File: src/rtl/fetch_ctrl_pkg.sv
// Shared types and default widths for the fetch stage, the IR and TopLevel.
package fetch_pkg;

   typedef enum logic [1:0] {
      IDLE = 2'd0,
      RUN  = 2'd1,
      DONE = 2'd2
   } fetch_state_t;

   localparam int PC_W_DEF  = 10;
   localparam int OFF_W_DEF = 8;
   localparam int CNT_W_DEF = 16;

endpackage

File: src/rtl/fetch_ctrl_if.sv
// Run-control and decoder redirect bundle between the decoder side and fetch_ctrl.
interface fetch_ctrl_if
   import fetch_pkg::*;
#(
   parameter int PC_W  = PC_W_DEF,
   parameter int OFF_W = OFF_W_DEF,
   parameter int CNT_W = CNT_W_DEF
);
   logic             start;
   logic             halt;
   logic             jump;
   logic             br_taken;
   logic [PC_W-1:0]  target;
   logic [OFF_W-1:0] offset;
   logic [PC_W-1:0]  prog_ctr;
   logic             running;
   logic             ack;
   logic [CNT_W-1:0] cycle_ct;

   modport master (
      output start, halt, jump, br_taken, target, offset,
      input  prog_ctr, running, ack, cycle_ct
   );

   modport slave (
      input  start, halt, jump, br_taken, target, offset,
      output prog_ctr, running, ack, cycle_ct
   );
endinterface

File: src/rtl/fetch_ctrl_pc_next.sv
// Combinational next-PC select: halt holds, jump is absolute, branch is PC-relative.
module pc_next #(
   parameter int PC_W  = 10,
   parameter int OFF_W = 8
) (
   input  logic [PC_W-1:0]  prog_ctr,
   input  logic             halt,
   input  logic             jump,
   input  logic             br_taken,
   input  logic [PC_W-1:0]  target,
   input  logic [OFF_W-1:0] offset,
   output logic [PC_W-1:0]  next_pc
);
   logic [PC_W-1:0] offset_ext;

   // Sign-extend (or truncate) the offset so the add wraps modulo 2**PC_W.
   generate
      for (genvar gi = 0; gi < PC_W; gi++) begin : g_ext
         if (gi < OFF_W) begin : g_bit
            assign offset_ext[gi] = offset[gi];
         end else begin : g_sign
            assign offset_ext[gi] = offset[OFF_W-1];
         end
      end
   endgenerate

   always_comb begin
      next_pc = prog_ctr + PC_W'(1);
      if (halt) begin
         next_pc = prog_ctr;
      end else if (jump) begin
         next_pc = target;
      end else if (br_taken) begin
         next_pc = prog_ctr + offset_ext;
      end
   end
endmodule

File: src/rtl/fetch_ctrl.sv
// Program counter and IDLE/RUN/DONE run control with a saturating RUN-cycle counter.
module fetch_ctrl
   import fetch_pkg::*;
#(
   parameter int PC_W  = PC_W_DEF,
   parameter int OFF_W = OFF_W_DEF,
   parameter int CNT_W = CNT_W_DEF
) (
   input  logic         clk,
   input  logic         rst,
   fetch_ctrl_if.slave  bus
);
   localparam logic [1:0] S_IDLE = IDLE;
   localparam logic [1:0] S_RUN  = RUN;
   localparam logic [1:0] S_DONE = DONE;

   logic [1:0]       state_reg, state_next;
   logic [PC_W-1:0]  prog_ctr_reg, prog_ctr_next;
   logic [CNT_W-1:0] cycle_ct_reg, cycle_ct_next;
   logic             running_reg, ack_reg;
   logic [PC_W-1:0]  redirect_pc;
   logic [CNT_W-1:0] cycle_ct_inc;

   pc_next #(
      .PC_W  (PC_W),
      .OFF_W (OFF_W)
   ) u_pc_next (
      .prog_ctr (prog_ctr_reg),
      .halt     (bus.halt),
      .jump     (bus.jump),
      .br_taken (bus.br_taken),
      .target   (bus.target),
      .offset   (bus.offset),
      .next_pc  (redirect_pc)
   );

   assign cycle_ct_inc = (cycle_ct_reg == {CNT_W{1'b1}}) ? cycle_ct_reg
                                                          : cycle_ct_reg + CNT_W'(1);

   // Start dominates every state; it also beats a simultaneous halt in RUN.
   always_comb begin
      state_next    = state_reg;
      prog_ctr_next = prog_ctr_reg;
      cycle_ct_next = cycle_ct_reg;
      case (state_reg)
         S_IDLE: begin
            prog_ctr_next = '0;
            cycle_ct_next = '0;
            if (!bus.start) state_next = S_RUN;
         end
         S_RUN: begin
            if (bus.start) begin
               state_next    = S_IDLE;
               prog_ctr_next = '0;
               cycle_ct_next = '0;
            end else begin
               prog_ctr_next = redirect_pc;
               cycle_ct_next = cycle_ct_inc;
               if (bus.halt) state_next = S_DONE;
            end
         end
         S_DONE: begin
            if (bus.start) begin
               state_next    = S_IDLE;
               prog_ctr_next = '0;
               cycle_ct_next = '0;
            end
         end
         default: begin
            state_next    = S_IDLE;
            prog_ctr_next = '0;
            cycle_ct_next = '0;
         end
      endcase
   end

   always_ff @(posedge clk or posedge rst) begin
      if (rst) begin
         state_reg    <= S_IDLE;
         prog_ctr_reg <= '0;
         cycle_ct_reg <= '0;
         running_reg  <= 1'b0;
         ack_reg      <= 1'b0;
      end else begin
         state_reg    <= state_next;
         prog_ctr_reg <= prog_ctr_next;
         cycle_ct_reg <= cycle_ct_next;
         running_reg  <= (state_next == S_RUN);
         ack_reg      <= (state_next == S_DONE);
      end
   end

   assign bus.prog_ctr = prog_ctr_reg;
   assign bus.running  = running_reg;
   assign bus.ack      = ack_reg;
   assign bus.cycle_ct = cycle_ct_reg;
endmodule

File: src/flat_wrapper.sv
// flat-port wrapper written by rule: the top's interface ports become plain ports
module fetch_ctrl_flat import fetch_pkg::*;
#(
   parameter int PC_W  = PC_W_DEF,
   parameter int OFF_W = OFF_W_DEF,
   parameter int CNT_W = CNT_W_DEF
)
  (clk, rst, bus_start, bus_halt, bus_jump, bus_br_taken, bus_target, bus_offset, bus_prog_ctr, bus_running, bus_ack, bus_cycle_ct);
  fetch_ctrl_if #(.PC_W(PC_W), .OFF_W(OFF_W), .CNT_W(CNT_W)) bus_i ();
  input  logic clk;
  input  logic rst;
  input wire logic [$bits(bus_i.start)-1:0] bus_start;
  input wire logic [$bits(bus_i.halt)-1:0] bus_halt;
  input wire logic [$bits(bus_i.jump)-1:0] bus_jump;
  input wire logic [$bits(bus_i.br_taken)-1:0] bus_br_taken;
  input wire logic [$bits(bus_i.target)-1:0] bus_target;
  input wire logic [$bits(bus_i.offset)-1:0] bus_offset;
  output wire logic [$bits(bus_i.prog_ctr)-1:0] bus_prog_ctr;
  output wire logic [$bits(bus_i.running)-1:0] bus_running;
  output wire logic [$bits(bus_i.ack)-1:0] bus_ack;
  output wire logic [$bits(bus_i.cycle_ct)-1:0] bus_cycle_ct;
  assign bus_i.start = bus_start;
  assign bus_i.halt = bus_halt;
  assign bus_i.jump = bus_jump;
  assign bus_i.br_taken = bus_br_taken;
  assign bus_i.target = bus_target;
  assign bus_i.offset = bus_offset;
  assign bus_prog_ctr = bus_i.prog_ctr;
  assign bus_running = bus_i.running;
  assign bus_ack = bus_i.ack;
  assign bus_cycle_ct = bus_i.cycle_ct;
  fetch_ctrl #(.PC_W(PC_W), .OFF_W(OFF_W), .CNT_W(CNT_W)) u_core (.clk(clk), .rst(rst), .bus(bus_i));
endmodule
File: config.mk
export PLATFORM = sky130hd
export DESIGN_NAME = fetch_ctrl_flat
export DESIGN_NICKNAME = d
export VERILOG_FILES = /design/src/rtl/fetch_ctrl_pkg.sv /design/src/rtl/fetch_ctrl_if.sv /design/src/rtl/fetch_ctrl_pc_next.sv /design/src/rtl/fetch_ctrl.sv /design/src/flat_wrapper.sv
export SDC_FILE = /design/constraint.sdc
export NUM_CORES = 1
export LEC_CHECK = 0
export CORE_MARGIN = 2
export CORE_UTILIZATION = 39
export CTS_BUF_LIST = sky130_fd_sc_hd__clkbuf_2
export CTS_CLUSTER_SIZE = 16
export DETAILED_ROUTE_END_ITERATION = 6
export PLACE_DENSITY_LB_ADDON = 0.12
export SLEW_MARGIN = 0
export SYNTH_ARGS = -nofsm -noshare
export SYNTH_HDL_FRONTEND = slang
export SYNTH_HIERARCHICAL = 1
export SYNTH_SLANG_ARGS = --single-unit
File: constraint.sdc
create_clock -name clk -period 3.7 [get_ports clk]
set_input_delay 0.555 -clock clk [delete_from_list [all_inputs] [get_ports clk]]
set_output_delay 0.555 -clock clk [all_outputs]
set_load 0.03 [all_outputs]
Yosys cells after proc, flatten, opt, wreduce, memory -nomap -nowiden
Cells that the tools add are included.

storage, ports and cells
  register bits = 30
  input bits = 24
  output and inout bits = 28
  word-level logic and storage cells = 34

operators by class
  $add $sub $neg = 3
  equality and inequality tests = 8
  multiplexer cells = 15
  reduce and logical (&&, ||, !) cells = 3

operators by type and width
  kind                                            number
  2-to-1 mux 10 bit                               5
  2-to-1 mux 16 bit                               3
  case mux 16 bit (2 select lines)                1
  case mux 10 bit (2 select lines)                1
  adder 16 x 1 -> 16 bit (second input constant)  1
  == test 16 bit (second input constant)          1
  adder 10 x 1 -> 10 bit (second input constant)  1
  adder 10 bit                                    1
  2-to-1 mux 2 bit                                4
  != test 3 bit (second input constant)           2
  case mux 2 bit (3 select lines)                 1
  == test 2 x 1 -> 1 bit (second input constant)  2
  == test 2 bit (second input constant)           2
  AND reduction 2 bit                             2
  logical NOT 2 bit                               1
  != test 2 bit (second input constant)           1

Depth between registers and ports, before layout
Gate-level depths: netlist of the first run.

  depth after elaboration = 6
  mapped depth = 9

By module
Netlist of the first run, hierarchy kept.

modules (own cells, without submodules)
  module      instances  cells an instance  area each (um^2)  seq. area each (um^2)
  fetch_ctrl  1          141                1,461.4           750.7
  pc_next     1          107                710.7             0.0

Worst setup path after synthesis of the first run
No wires, ideal clock.

  kind = input port to flip-flop
  from = input port bus_offset[0]
  to = register u_core.prog_ctr_reg[8] (netlist: u_core/bus.prog_ctr[8])
  library setup time = 66 ps
  data arrival time = 2,306 ps
  data required time = 3,634 ps
  slack = 1,328 ps
  stages = 9
  buffers on the path = 0
  cells stage by stage = nand2b_1 -> ha_1 -> fa_1 -> a211oi_1 -> nor3_1 -> a211oi_1 -> nor4b_1 -> a211oi_1 -> a22o_1

on the way
  cells in the longest elaborated chain, start to end = 6

ends and longest elaborated chain
  item                              RTL line                  RTL
  from (decl)                       flat_wrapper.sv:17        input wire logic [$bits(bus_i.offset)-1:0] bus_offset;
  adder 10 bit                      fetch_ctrl_pc_next.sv:34  next_pc = prog_ctr + offset_ext;
  2-to-1 mux 10 bit                 fetch_ctrl_pc_next.sv:33  end else if (br_taken) begin
  2-to-1 mux 10 bit                 fetch_ctrl_pc_next.sv:31  end else if (jump) begin
  2-to-1 mux 10 bit                 fetch_ctrl_pc_next.sv:29  if (halt) begin
  via u_core.redirect_pc[8]         fetch_ctrl.sv:21          logic [PC_W-1:0] redirect_pc;
  2-to-1 mux 10 bit                 fetch_ctrl.sv:52          if (bus.start) begin
  case mux 10 bit (2 select lines)  fetch_ctrl.sv:45          case (state_reg)
  to (signal assigned)              fetch_ctrl.sv:86          prog_ctr_reg <= prog_ctr_next;
  to (decl)                         fetch_ctrl.sv:18          logic [PC_W-1:0] prog_ctr_reg, prog_ctr_next;

The timed path passes the listed nets, and every way through them passes these cells. The select of a mux whose other input is x is not followed.
A chain may end at the register's enable or synchronous reset.

Final worst setup path of the first run
  from = input port bus_br_taken
  to = register u_core.prog_ctr_reg[8] (netlist: u_core/bus.prog_ctr[8])

on the way
  cells in the longest elaborated chain, start to end = 5

ends and longest elaborated chain
  item                              RTL line                  RTL
  from (decl)                       flat_wrapper.sv:15        input wire logic [$bits(bus_i.br_taken)-1:0] bus_br_taken;
  2-to-1 mux 10 bit                 fetch_ctrl_pc_next.sv:33
  2-to-1 mux 10 bit                 fetch_ctrl_pc_next.sv:31
  2-to-1 mux 10 bit                 fetch_ctrl_pc_next.sv:29
  via u_core.redirect_pc[8]         fetch_ctrl.sv:21
  2-to-1 mux 10 bit                 fetch_ctrl.sv:52
  case mux 10 bit (2 select lines)  fetch_ctrl.sv:45

The timed path passes the listed nets, and every way through them passes these cells. The select of a mux whose other input is x is not followed.

==> results of run 1 <==
[final cells by class]
type,instances,share of cell area [%]
multi-input cells,197,47.6
flip-flops and latches,30,26.8
repair buffers,56,19.6
well taps,72,3.22
inverters,11,1.48
clock buffers,5,0.894
clock inverters,3,0.402
[final timing paths]
kind                                                     from                                   to  slack [ns]  cells after the start
setup / recovery                                 bus_br_taken   u_core/bus.prog_ctr[8]$_DFFE_PP0P_        0.93                     10
max in group asynchronous                                 rst   u_core/bus.cycle_ct[8]$_DFFE_PP0P_        2.45                      3
min in group asynchronous                                 rst  u_core/bus.cycle_ct[15]$_DFFE_PP0P_        0.61                      2
hold reg to reg                 u_core/state_reg[1]$_DFF_PP0_        u_core/state_reg[0]$_DFF_PP0_        0.52                      1
setup reg to reg           u_core/bus.prog_ctr[0]$_DFFE_PP0P_   u_core/bus.prog_ctr[8]$_DFFE_PP0P_        1.31                      8
hold / removal                  u_core/state_reg[1]$_DFF_PP0_        u_core/state_reg[0]$_DFF_PP0_        0.52                      1
[Yosys cell counts, types with 2 or more instances]
library cell               number
sky130_fd_sc_hd__inv_1         10
sky130_fd_sc_hd__nor2_2         2
sky130_fd_sc_hd__a31oi_1        7
sky130_fd_sc_hd__o211ai_1       3
sky130_fd_sc_hd__nand2_1       22
sky130_fd_sc_hd__xnor2_1        2
sky130_fd_sc_hd__o21bai_1       2
sky130_fd_sc_hd__buf_2          4
sky130_fd_sc_hd__o21ai_0       12
sky130_fd_sc_hd__nand3b_1       2
sky130_fd_sc_hd__nand4_1        3
sky130_fd_sc_hd__nand2b_1       2
sky130_fd_sc_hd__clkbuf_1       3
sky130_fd_sc_hd__o21ai_1       10
sky130_fd_sc_hd__nand3_2        4
sky130_fd_sc_hd__and3_1         2
sky130_fd_sc_hd__nor2_1        10
sky130_fd_sc_hd__and2_1         8
sky130_fd_sc_hd__ha_1          10
sky130_fd_sc_hd__or3_2          2
sky130_fd_sc_hd__nor4_4         2
sky130_fd_sc_hd__o21a_1         3
sky130_fd_sc_hd__nand3_1        9
sky130_fd_sc_hd__or3_1          5
sky130_fd_sc_hd__a22o_1        11
sky130_fd_sc_hd__o22ai_1        2
sky130_fd_sc_hd__mux2i_1        3
sky130_fd_sc_hd__nor3_1        10
sky130_fd_sc_hd__a41oi_1        2
sky130_fd_sc_hd__a21oi_1       20
sky130_fd_sc_hd__a21o_1         2
sky130_fd_sc_hd__dfrtp_1       30
sky130_fd_sc_hd__a211oi_1       5
[critical path: cells and delay by family]
| kind | cells | cell delay (ns) |
|---|---|---|
| buffers and inverters | 1 | 0.58 |
| adder cells (fa/ha/maj) | 2 | 0.65 |
| AND/OR/NAND/NOR | 3 | 0.28 |
| AO/OA/AOI/OAI | 4 | 1.00 |
[metal layers]
metal	wire (um)	GRT usage [%]	up-vias
met5	0	0	-
met4	17	3.68	0
met3	265	3.45	2
met2	2270	27.0	52
met1	2710	26.0	941
li1	-	-	1044
[cell families after synthesis]
family / count (synthesis)
compound gates: 87
mux: 4
xor+xnor: 3
buf+inv: 21
simple gates: 92
flops: 30
fa+ha+maj: 11
[power by group through the flow]
stage | Clock (mW) | Sequential (mW) | Combinational, mW
6_report | 0.153 | 0.349 | 0.163
3_3_place_gp | 0 | 0.356 | 0.164
3_5_place_dp | 0 | 0.356 | 0.164
4_1_cts | 0.161 | 0.350 | 0.165
2_1_floorplan | 0 | 0.369 | 0.0849
5_1_grt | 0.176 | 0.351 | 0.180
==> impl_summary.md, run 1 <==
Detailed routing
The first TritonRoute pass finished after 5 iterations. In this run the remaining antenna-violating nets after routing total 0. The via density per instance is 5.45. The routed design has 5260 um of wire.

The number of DRC markers in iteration 0 is 137. The average detailed-routed wire length per instance is 14.1 um. For this run, design rule violations remaining after detail routing come to 0. The final route contains around 2.0k vias.

Clock network
The number of buffers added to fix hold violations after cts is 0. The clock sink count is 30. TritonCTS created 5 clock buffers. After clock tree synthesis, the repair step resized 0 gates. Clock tree synthesis selected as its root buffer the cell sky130_fd_sc_hd__clkbuf_2. The H-tree depth is 2. The later pin in the worst-skew pair is clocked with a latency of around 0.35 ns. The clock input transition at the sequential cells of the worst setup and hold paths is 0.16 ns. The maximum clock insertion buffer count is 2. The clock tree from TritonCTS is done.

The number of buffers inserted to repair setup after CTS is 0.

Die
The floorplan die area is 6180 um2. The horizontal die dimension is 78.6 um. The placement row count is 27. 52 I/O pins were placed.

Once the floorplan was initialized, standard cells occupied about two fifths of the core. The total area inside the core boundary comes to ~5400 um2. The height of the die is 78.6 um.

STA
The setup TNS after final layout is 0 ns. For the pin with the worst max-slew slack, the measured transition is 0.730 ns. The final critical path time including I/O delays and setup is 2.77 ns.

In the finished design, the share of the clock period the worst path needs comes to 74.9%. Clock skew on the completed layout was measured at 0.0132 ns. Setup violations remaining at the end of the flow were counted as 0.

The worst hold slack after final layout is 0.518 ns. The worst setup margin is 0.929 ns. Setup repair after global routing left no endpoint under its margin. The maximum clock frequency is between 0.3 and 0.4 GHz. The worst pin sits at a relative slew slack of 51.3%.

The final count of pins violating max slew is 0. The number of hold-slack violations in the final timing report was 0.

Placed design
After detailed placement, the total cell area comes to 2760 um2. The placed wire-length estimate after detailed placement is ~4000 um. In this run the tool buffered the top-level ports with 51 buffer cells.

Prior to clock tree synthesis, the placed netlist has a worst setup slack of 0.556 ns. Routability-driven placement finished with a final weighted congestion of 0.839. In this run, placement finished with an instance count of 366.

Outcome
The flow ran to the end, and the final reports show no timing, DRC or antenna violations.

Logic synthesis
By area, the combinational part of the netlist is dominated by compound AO/OA/AOI/OAI gates. Each instance of the synthesized netlist takes up on average 8.76 um2. After synthesis, the share of cell area in mux cells is 1.90%. The number of synthesized register bits is 30. The synthesized netlist devotes 26.0% of its cell area to compound gates. The unique cell type count in the Yosys netlist is 57. The share of synthesized cell area in full adder, half adder and majority cells is 6.68%. After synthesis, the largest area contributor takes up 34.6% of total cell area. The parity-gate share of the synthesized area counting xor and xnor cells is 1.21%. The top flip-flop cell by instance count after synthesis is sky130_fd_sc_hd__dfrtp_1. The number of enable-type register cells in the synthesized netlist is 0. The simple logic cell fraction of the synthesized area is 25.6%. Sorting the synthesized cells by area gives the leading types as sky130_fd_sc_hd__dfrtp_1, sky130_fd_sc_hd__ha_1, sky130_fd_sc_hd__a21oi_1. Of all flip-flops after synthesis, the portion carrying an async set or reset was 100%. The gate count of the mapped netlist is about 250.

Sequential cells were found to cover 34.6% of the synthesized design area. The cell area after synthesis is ~2200 um2. The number of warnings issued by yosys is 6. The library cell occupying the most area in the post-synthesis netlist is sky130_fd_sc_hd__dfrtp_1. The synthesized net count is about 280.

Layout
The footprint of the flip-flops and latches is 751 um2. The library cells used most frequently in the layout, excluding fill and tap cells, are sky130_fd_sc_hd__clkdlybuf4s50_1, sky130_fd_sc_hd__dfrtp_1, sky130_fd_sc_hd__nand2_1. In the final design database the tool counted 336 nets. Compared with the post-synthesis result, the final layout area differs by 28.9%. The filler cell count in the final layout is 535.

The antenna diode instance count is 0. Cells fill 51.5% of the core in the end. Once layout is done, the placed cells without fillers occupy ~2800 um2. The register with the most flip-flops in the layout has 16 of them.

The post-route non-filler standard cell count is 374. The multi-input combinational cells in the finished layout cover a total of 1330 um2. The post-route netlist has a little under a tenth of its cells at a drive strength greater than 1.

Leaving out fill and tap cells, the most frequent cell in the layout is sky130_fd_sc_hd__clkdlybuf4s50_1.

Pwr
The internal power component is 454 uW. Net switching is 31.7% of the power. Combinational cells account for 24.6% of the total power. The reported leakage power is 1.16 nW. The power after layout is 665 uW. The portion of total power attributed to sequential cells is 52.5%. The clock share of power is between 20% and 30%. The net load switching power is 211 uW. IR analysis of the VDD net gives a maximum drop of between 0.1 and 0.15 mV. Dividing total power by cell area gives a power density of 238 nW/um2.

Global routing
The first global-routing pass estimated 8830 um of wire. The number of antenna violations at the first check in global routing was 0. The via count of the first global-routing pass is approximately 1.9k.

Entering global routing, the biggest net connects 21 pins. Global routing finished with a remaining overflow of 0. The total global-route track usage is roughly 18%.

Setup path
Among the stages of the critical path, the cell type that occurs most often is sky130_fd_sc_hd__a211oi_1. Of all nets on the critical path, the largest fanout is 8. The worst setup path is captured at a flip-flop.

The arrival time reported for the critical path endpoint is 3.06 ns. The slowest stage of the critical path is the sky130_fd_sc_hd__clkdlybuf4s50_1 cell. STA classifies the critical path startpoint as an input port. The required arrival time at the worst endpoint is 3.99 ns. The delay of the slowest cell on the worst path is 0.58 ns.

The worst setup path is of the input port to flip-flop kind. Traced cell by cell, the critical path runs through clkdlybuf4s50_1 > nand2b_1 > ha_1 > fa_1 > a211oi_1 > nor3_1 > a211oi_1 > nor4b_1 > a211oi_1 > a22o_1.

Worst hold path
The tightest min-delay check is of the flip-flop to flip-flop type.

Flow run
The tool flagged a number of max-cap violations equal to 0.
(Power assumes the default switching activity.)
==> run 2: changes to the inputs <==
==> constraint.sdc (replaced) <==
create_clock -name clk -period 2.8 [get_ports clk]
set_input_delay 0.42 -clock clk [delete_from_list [all_inputs] [get_ports clk]]
set_output_delay 0.42 -clock clk [all_outputs]
set_load 0.03 [all_outputs]
==> run 2 against run 1 <==
Power increased by 35%. Sequential power increased by 32%. Final area increased by 1.7%. Sequential share of layout area decreased by 0.45 points. Global-route usage increased by 0.77 points. Clock-buffer cell count increased by 1. Core utilization increased by 0.87 points.
==> impl_summary.md, run 2 (synthesis gave the netlist of run 1 again) <==
Outcome
The flow ran to the end, and the final reports show no timing, DRC or antenna violations.

Pwr
The portion of total power attributed to sequential cells came to 51.3% (-1.2 points). The net load switching power is 287 uW (+36%). The share of power burned in combinational logic is 24.7% (about the same).

The worst voltage drop across the vdd grid came to 0.288 mV (+95%). The total power density per cell area is 316 nW/um2 (+33%). The switching share of power was 31.9% (+0.13 points).

The clock share of power is 24.0% (+1.1 points). The reported leakage power was 1.20 nW (+3.0%). The internal power component is 613 uW (+35%).

Setup path
The worst setup path is captured at a flip-flop. The largest fanout on the critical path is 6 (-2). The number of cells traversed by the worst register-to-register path is 8 (unchanged). The arrival time reported for the critical path endpoint is 2.81 ns (-0.25 ns). The critical setup path kind is input port to flip-flop. The required arrival time at the worst endpoint is 3.12 ns (-0.87 ns).

STA classifies the critical path startpoint as an input port.

Clock network
TritonCTS built the clock tree. The H-tree depth is 2 (unchanged). The number of buffers inserted to repair setup after CTS is 0 (unchanged).

The number of buffers added to fix hold violations after cts is 0 (unchanged). The number of gates resized after CTS came to 0 (unchanged). The clock input transition at the sequential cells of the worst setup and hold paths came to 0.18 ns (+0.02 ns). The clock sink count was 30 (unchanged).

The clock latency reported for the late side of the worst-skew pair is 0.38 ns (+0.03 ns). The maximum clock insertion buffer count is 2 (unchanged). The number of CTS-inserted buffers came to 5 (unchanged).

The cell at the root of the clock tree is sky130_fd_sc_hd__clkbuf_2.

STA
The number of setup violations in the final report came to 0 (unchanged). Subtracting the final worst setup slack from the clock period gives 2.49 ns. Derived from the worst setup path, the maximum achievable clock frequency is between 0.4 and 0.5 GHz. The largest clock skew in the final design is 0.0232 ns (+0.0100 ns). Setup repair after global routing left no endpoint under its margin. The worst setup margin is 0.305 ns (-0.624 ns). The worst hold slack after final layout is 0.375 ns (-0.143 ns). The number of hold-slack violations in the final timing report is 0 (unchanged). Of the available clock period, the critical path in the final layout requires 89.1%. The transition time at the pin with the least slew margin is 0.507 ns (-0.224 ns). The worst relative slew slack is 65.8% (+15 points).

The final count of pins violating max slew is 0 (unchanged).

Die
The placement row count is 27 (unchanged). The height of the die was 78.6 um (unchanged). The effective utilization at floorplan was 39.9% (unchanged). The I/O pin count is 52 (unchanged). The horizontal die dimension came to 78.6 um (unchanged). The area of the core was 5440 um2 (unchanged). The floorplan die area is 6180 um2 (unchanged).

Detailed routing
The remaining routing DRC violations came to 0 (unchanged). The number of search-and-repair iterations in the first detailed-routing pass is 4 (-1). The count of antenna-violating nets left after detailed routing is 0 (unchanged). The number of DRC markers in iteration 0 is 120 (-12%).

The average detailed-routed wire length per instance is 14.2 um (+0.99%). The total vias in the final route is 2136 (+4.8%). The via density per instance came to 5.62 (+3.1%). The total length of routed wires is 5390 um (+2.6%).

Global routing
The wire length of the first global-routing pass is 9180 um (+4.0%). The number of antenna violations at the first check in global routing came to 0 (unchanged). The largest net degree at the start of global routing is 31 (+48%). The via count of the first global-routing pass is 1952 (+2.6%).

The total overflow reported by the global router is 0 (unchanged). The total global-route track usage was 18.5% (+0.77 points).

Layout
The number of flip-flops under the largest register name is 16 (unchanged). The area overhead of the layout relative to synthesis is 31.0%. The ratio of cells with drive above 1 in the final layout came to 11.7% (+2.4 points). Leaving out fill and tap cells, the most frequent cell in the layout is sky130_fd_sc_hd__clkdlybuf4s50_1. The antenna diode instance count is 0 (unchanged). Leaving out fill and tap cells, the most frequent cells in the layout are sky130_fd_sc_hd__clkdlybuf4s50_1, sky130_fd_sc_hd__dfrtp_1, sky130_fd_sc_hd__nand2_1. The number of nets in the layout came to 342 (+1.8%).

Flow run
The max-cap violation count is 0 (unchanged).

Placed design
The pre-CTS setup slack is -0.0781 ns (-0.634 ns). The count of buffers from port buffering is 51 (unchanged). The placed wire-length estimate after detailed placement is 4040 um (+3.4%).

The weighted congestion at the end of routability-driven global placement is 0.845 (+0.73%).

Worst hold path
The path class of the lowest-slack min-delay path is input port to async pin.
[run 2: changes by cell type in the layout (fill, tap and decap cells not counted)]
cell,before,now
sky130_fd_sc_hd__buf_4,5,11
sky130_fd_sc_hd__clkinv_1,3,1
sky130_fd_sc_hd__clkbuf_2,5,6
sky130_fd_sc_hd__clkinv_2,0,1
[run 2: worst paths after layout]
check / start / end / slack, ns
worst max-delay path: bus_br_taken / u_core/bus.prog_ctr[8]$_DFFE_PP0P_ / 0.31
worst min-delay path: rst / u_core/bus.cycle_ct[15]$_DFFE_PP0P_ / 0.38
worst max register to register: u_core/bus.prog_ctr[0]$_DFFE_PP0P_ / u_core/bus.prog_ctr[8]$_DFFE_PP0P_ / 0.50
worst min register to register: u_core/state_reg[1]$_DFF_PP0_ / u_core/state_reg[0]$_DFF_PP0_ / 0.51
max in group asynchronous: rst / u_core/bus.ack$_DFF_PP0_ / 2.11
min in group clk: u_core/state_reg[1]$_DFF_PP0_ / u_core/state_reg[0]$_DFF_PP0_ / 0.51
[run 2: through the flow]
step / instances / TNS [ns] / utilization, % / instance area [um2] / total power [mW]
floorplan: 248 / 0 / - / 2170 / 0.600
global placement: 372 / -0.0704 / 51.6 / 2810 / 0.692
detailed placement: 372 / -0.118 / 51.6 / 2810 / 0.693
CTS: 380 / 0 / 52.3 / 2850 / 0.909
global route: 380 / 0 / 52.3 / 2850 / 0.953
finish: 380 / 0 / 52.3 / 2850 / 0.900
[run 2: power by group through the flow]
stage,combinational [mW],clock [mW],sequential [mW]
6_report,0.223,0.216,0.461
5_1_grt,0.245,0.243,0.464
4_1_cts,0.225,0.222,0.462
2_1_floorplan,0.112,0,0.487
3_5_place_dp,0.223,0,0.470
3_3_place_gp,0.222,0,0.470
[run 2: layout make-up]
class / count / area, um2
clock buffer: 6 / 30.0
clock inverter: 2 / 8.76
fill: 532 / 2590
inverter: 11 / 41.3
multi-input combinational: 197 / 1330
sequential: 30 / 751
tap: 72 / 90.1
timing repair buffer: 62 / 593
[run 2: routing by layer]
metal  GRT usage [%]  up-vias  routed length [um]
li1                -     1061                   -
met1            28.5     1026                2800
met2            26.4       46                2380
met3            3.33        3                 191
met4            4.74        0                  27
met5               0        -                   0
[run 2: critical path: stages]
cell and delay [ns]:
sky130_fd_sc_hd__clkdlybuf4s50_1 0.53, sky130_fd_sc_hd__nand2b_1 0.08, sky130_fd_sc_hd__ha_1 0.20, sky130_fd_sc_hd__fa_1 0.41
sky130_fd_sc_hd__a211oi_1 0.36, sky130_fd_sc_hd__nor3_1 0.11, sky130_fd_sc_hd__a211oi_1 0.29, sky130_fd_sc_hd__nor4b_1 0.09
sky130_fd_sc_hd__a211oi_1 0.18, sky130_fd_sc_hd__a22o_1 0.15
==> run 3: changes to the inputs <==
==> constraint.sdc (replaced) <==
create_clock -name clk -period 2.8 [get_ports clk]
set_input_delay 0.28 -clock clk [delete_from_list [all_inputs] [get_ports clk]]
set_output_delay 0.28 -clock clk [all_outputs]
set_load 0.1 [all_outputs]
==> run 3 against run 2 <==
Wire length is 2.0% lower. Non-clock buffer count is 4 lower. First-iteration DRC count is 8.3% higher. Sequential share of layout area is 1.0 points higher. Combinational power is 22% higher. Cell count is 1.3% lower. Clock power is 8% lower. Critical path depth stayed put. Highest routed layer unchanged. Critical endpoint unchanged. Final area is 3.6% lower. Register-to-register slack worse by 0.03 ns.
==> impl_summary.md, run 3 (synthesis gave the netlist of run 1 again) <==
Outcome
The flow ran to the end, and the final reports show no timing, DRC or antenna violations.

Layout
The ratio of cells with drive above 1 in the final layout was 19.8% (+8.1 points). The library cell used most frequently in the layout, excluding fill and tap cells, is sky130_fd_sc_hd__buf_4. The post-layout instance area is 2740 um2 (-3.6%).

The antenna diode instance count is 0 (unchanged). The final core area utilization is 50.4% (-1.9 points). The top cell types in the final layout, fill and taps aside, are sky130_fd_sc_hd__buf_4, sky130_fd_sc_hd__dfrtp_1, sky130_fd_sc_hd__clkdlybuf4s50_1. The number of nets in the layout came to 338 (-1.2%).

The area overhead of the layout relative to synthesis is 26.3%. The number of flip-flops under the largest register name is 16 (unchanged). The post-route non-filler standard cell count is 375 (-1.3%).

STA
The worst relative slew slack is 57.2% (-8.6 points). The number of setup violations in the final report is 0 (unchanged). Setup repair after global routing left no endpoint under its margin. The setup TNS after final layout is 0 ns (unchanged). The final count of pins violating max slew is 0 (unchanged). The maximum clock frequency is 0.416 GHz (+3.7%).

The final critical path time including I/O delays and setup is 2.41 ns (-0.0889 ns). The number of hold-slack violations in the final timing report is 0 (unchanged). The final cycle utilization of the critical path is 85.9% (-3.2 points). The transition time at the pin with the least slew margin is 0.642 ns (+0.135 ns). The largest clock skew in the final design came to 0.00664 ns (-0.0165 ns).

Die
The I/O pin count is 52 (unchanged). The effective utilization at floorplan came to 39.9% (unchanged). The placement row count came to 27 (unchanged).

The height of the die was 78.6 um (unchanged). The floorplan die area is 6180 um2 (unchanged). The horizontal die dimension was 78.6 um (unchanged). The area of the core is 5440 um2 (unchanged).

Pwr
The portion of total power attributed to sequential cells is 49.5% (-1.8 points). The internal power component is 598 uW (-2.5%). The clock share of power is 21.4% (-2.6 points).

The power after layout was 931 uW (+3.5%). The reported leakage power is 1.23 nW (+2.8%). The net load switching power is 334 uW (+16%).

The total power density per cell area came to 340 nW/um2 (+7.4%). The share of power burned in combinational logic is 29.1% (+4.4 points). The worst voltage drop across the vdd grid is 0.212 mV (-27%). The switching share of power was 35.8% (+4.0 points).

Clock network
The number of gates resized after CTS is 0 (unchanged). The number of buffers added to fix hold violations after cts was 0 (unchanged). TritonCTS built the clock tree. The clock sink count is 30 (unchanged). The maximum clock insertion buffer count is 2 (unchanged).

The clock input transition at the sequential cells of the worst setup and hold paths is 0.15 ns (-0.03 ns). The number of buffers inserted to repair setup after CTS is 0 (unchanged). The clock latency reported for the late side of the worst-skew pair came to 0.35 ns (-0.03 ns). The number of CTS-inserted buffers is 5 (unchanged).

Clock tree synthesis selected as its root buffer the cell sky130_fd_sc_hd__clkbuf_2. The H-tree depth came to 2 (unchanged).

Setup path
The arrival time reported for the critical path endpoint is 2.70 ns (-0.11 ns). The largest fanout on the critical path is 6 (unchanged). The startpoint of the most critical register-to-register path is u_core/bus.prog_ctr[0]$_DFFE_PP0P_. The number of cells traversed by the worst register-to-register path was 8 (unchanged). The most critical setup path has its endpoint at u_core/bus.prog_ctr[8]$_DFFE_PP0P_. The delay of the slowest cell on the worst path is 0.54 ns (about the same). The required arrival time at the worst endpoint is 3.10 ns (-0.02 ns). STA classifies the critical path startpoint as an input port. The library cell contributing the largest single delay on the critical path is sky130_fd_sc_hd__clkdlybuf4s50_1. Walking the worst path, the cells encountered are clkdlybuf4s50_1 > nand2b_1 > ha_1 > fa_1 > a211oi_1 > nor3_1 > a211oi_1 > nor4b_1 > a211oi_1 > a22o_1.

The most numerous cell type found on the critical path is sky130_fd_sc_hd__a211oi_1. The endpoint class of the critical path is a flip-flop. The kind of cell with the highest combined delay along the critical path is compound AO/OA/AOI/OAI gates. The most critical setup path has its startpoint at bus_br_taken. The worst setup path is of the input port to flip-flop kind. The total buffers and inverters traversed by the critical path is 1 (unchanged). The setup slack of the most critical reg-to-reg path came to 0.47 ns (-0.03 ns). The endpoint identified for the worst register-to-register timing path is u_core/bus.prog_ctr[8]$_DFFE_PP0P_. The logic depth of the worst setup path including buffers is 10 (unchanged).

Detailed routing
The number of search-and-repair iterations in the first detailed-routing pass is 4 (unchanged). The number of DRC markers in iteration 0 came to 130 (+8.3%). The via density per instance was 5.51 (-2.0%). The remaining routing DRC violations is 0 (unchanged). The total length of routed wires is 5290 um (-2.0%). The total vias in the final route is 2065 (-3.3%). The count of antenna-violating nets left after detailed routing was 0 (unchanged). The average detailed-routed wire length per instance is 14.1 um (-0.66%).

Global routing
The total global-route track usage is 17.9% (-0.62 points). The wire length of the first global-routing pass is 8930 um (-2.8%). The number of antenna violations at the first check in global routing is 0 (unchanged). The largest net degree at the start of global routing was 31 (unchanged). The total overflow reported by the global router was 0 (unchanged).

The via count of the first global-routing pass is 1901 (-2.6%).

Placed design
The count of buffers from port buffering came to 51 (unchanged). The post-detailed-placement cell area came to 2710 um2 (-3.6%). The count of placed standard cells including taps was 368 (-1.1%). The weighted congestion at the end of routability-driven global placement is 0.848 (+0.30%).

The placed wire-length estimate after detailed placement was 3940 um (-2.6%).

Worst hold path
The min-delay analysis places its worst path in the category input port to async pin.

Flow run
The max-cap violation count came to 0 (unchanged).
[run 3: area by class of cell]
class	instances	area (um2)
fill	558	2700
multi-input combinational	197	1330
sequential	30	751
timing repair buffer	58	493
tap	72	90.1
inverter	11	41.3
clock buffer	5	25.0
clock inverter	2	10.0
[run 3: power by group through the flow]
stage / Sequential (mW) / Clock [mW] / Combinational [mW]
2_1_floorplan: 0.543 / 0 / 0.112
3_3_place_gp: 0.470 / 0 / 0.271
3_5_place_dp: 0.470 / 0 / 0.272
4_1_cts: 0.462 / 0.209 / 0.273
5_1_grt: 0.464 / 0.231 / 0.293
6_report: 0.461 / 0.199 / 0.271
[run 3: routing by layer]
layer  vias up  track usage, %  share of wire [%]
li1       1045               -                  -
met2        48            26.4                 44
met1       967            26.3                 51
met5         -               0                  0
met3         5            3.91                4.8
met4         0            4.39               0.47
[run 3: how the worst min path moves through the flow]
| stage | start | end |
|---|---|---|
| after global routing | rst | u_core/bus.prog_ctr[9]$_DFFE_PP0P_ |
| after CTS | rst | u_core/state_reg[0]$_DFF_PP0_ |
| final | rst | u_core/bus.cycle_ct[15]$_DFFE_PP0P_ |
| after global placement | u_core/state_reg[1]$_DFF_PP0_ | u_core/state_reg[0]$_DFF_PP0_ |
| after floorplan | bus_start | u_core/bus.running$_DFF_PP0_ |
| after detailed placement | u_core/state_reg[1]$_DFF_PP0_ | u_core/state_reg[0]$_DFF_PP0_ |
[run 3: per-stage QoR]
| step | hold WS (ns) | setup WS (ns) |
|---|---|---|
| after floorplan | 0.347 | 0.148 |
| after global placement | 0.494 | 0.0694 |
| after detailed placement | 0.504 | 0.0360 |
| after CTS | 0.283 | 0.407 |
| after global routing | 0.294 | 0.252 |
| final | 0.293 | 0.394 |
[run 3: worst register-to-register path, delay by kind of cell (launching register included)]
| family | cells | cell delay [ns] |
|---|---|---|
| compound gates | 4 | 1.00 |
| fa+ha+maj | 2 | 0.64 |
| flops | 1 | 0.45 |
| simple gates | 2 | 0.20 |
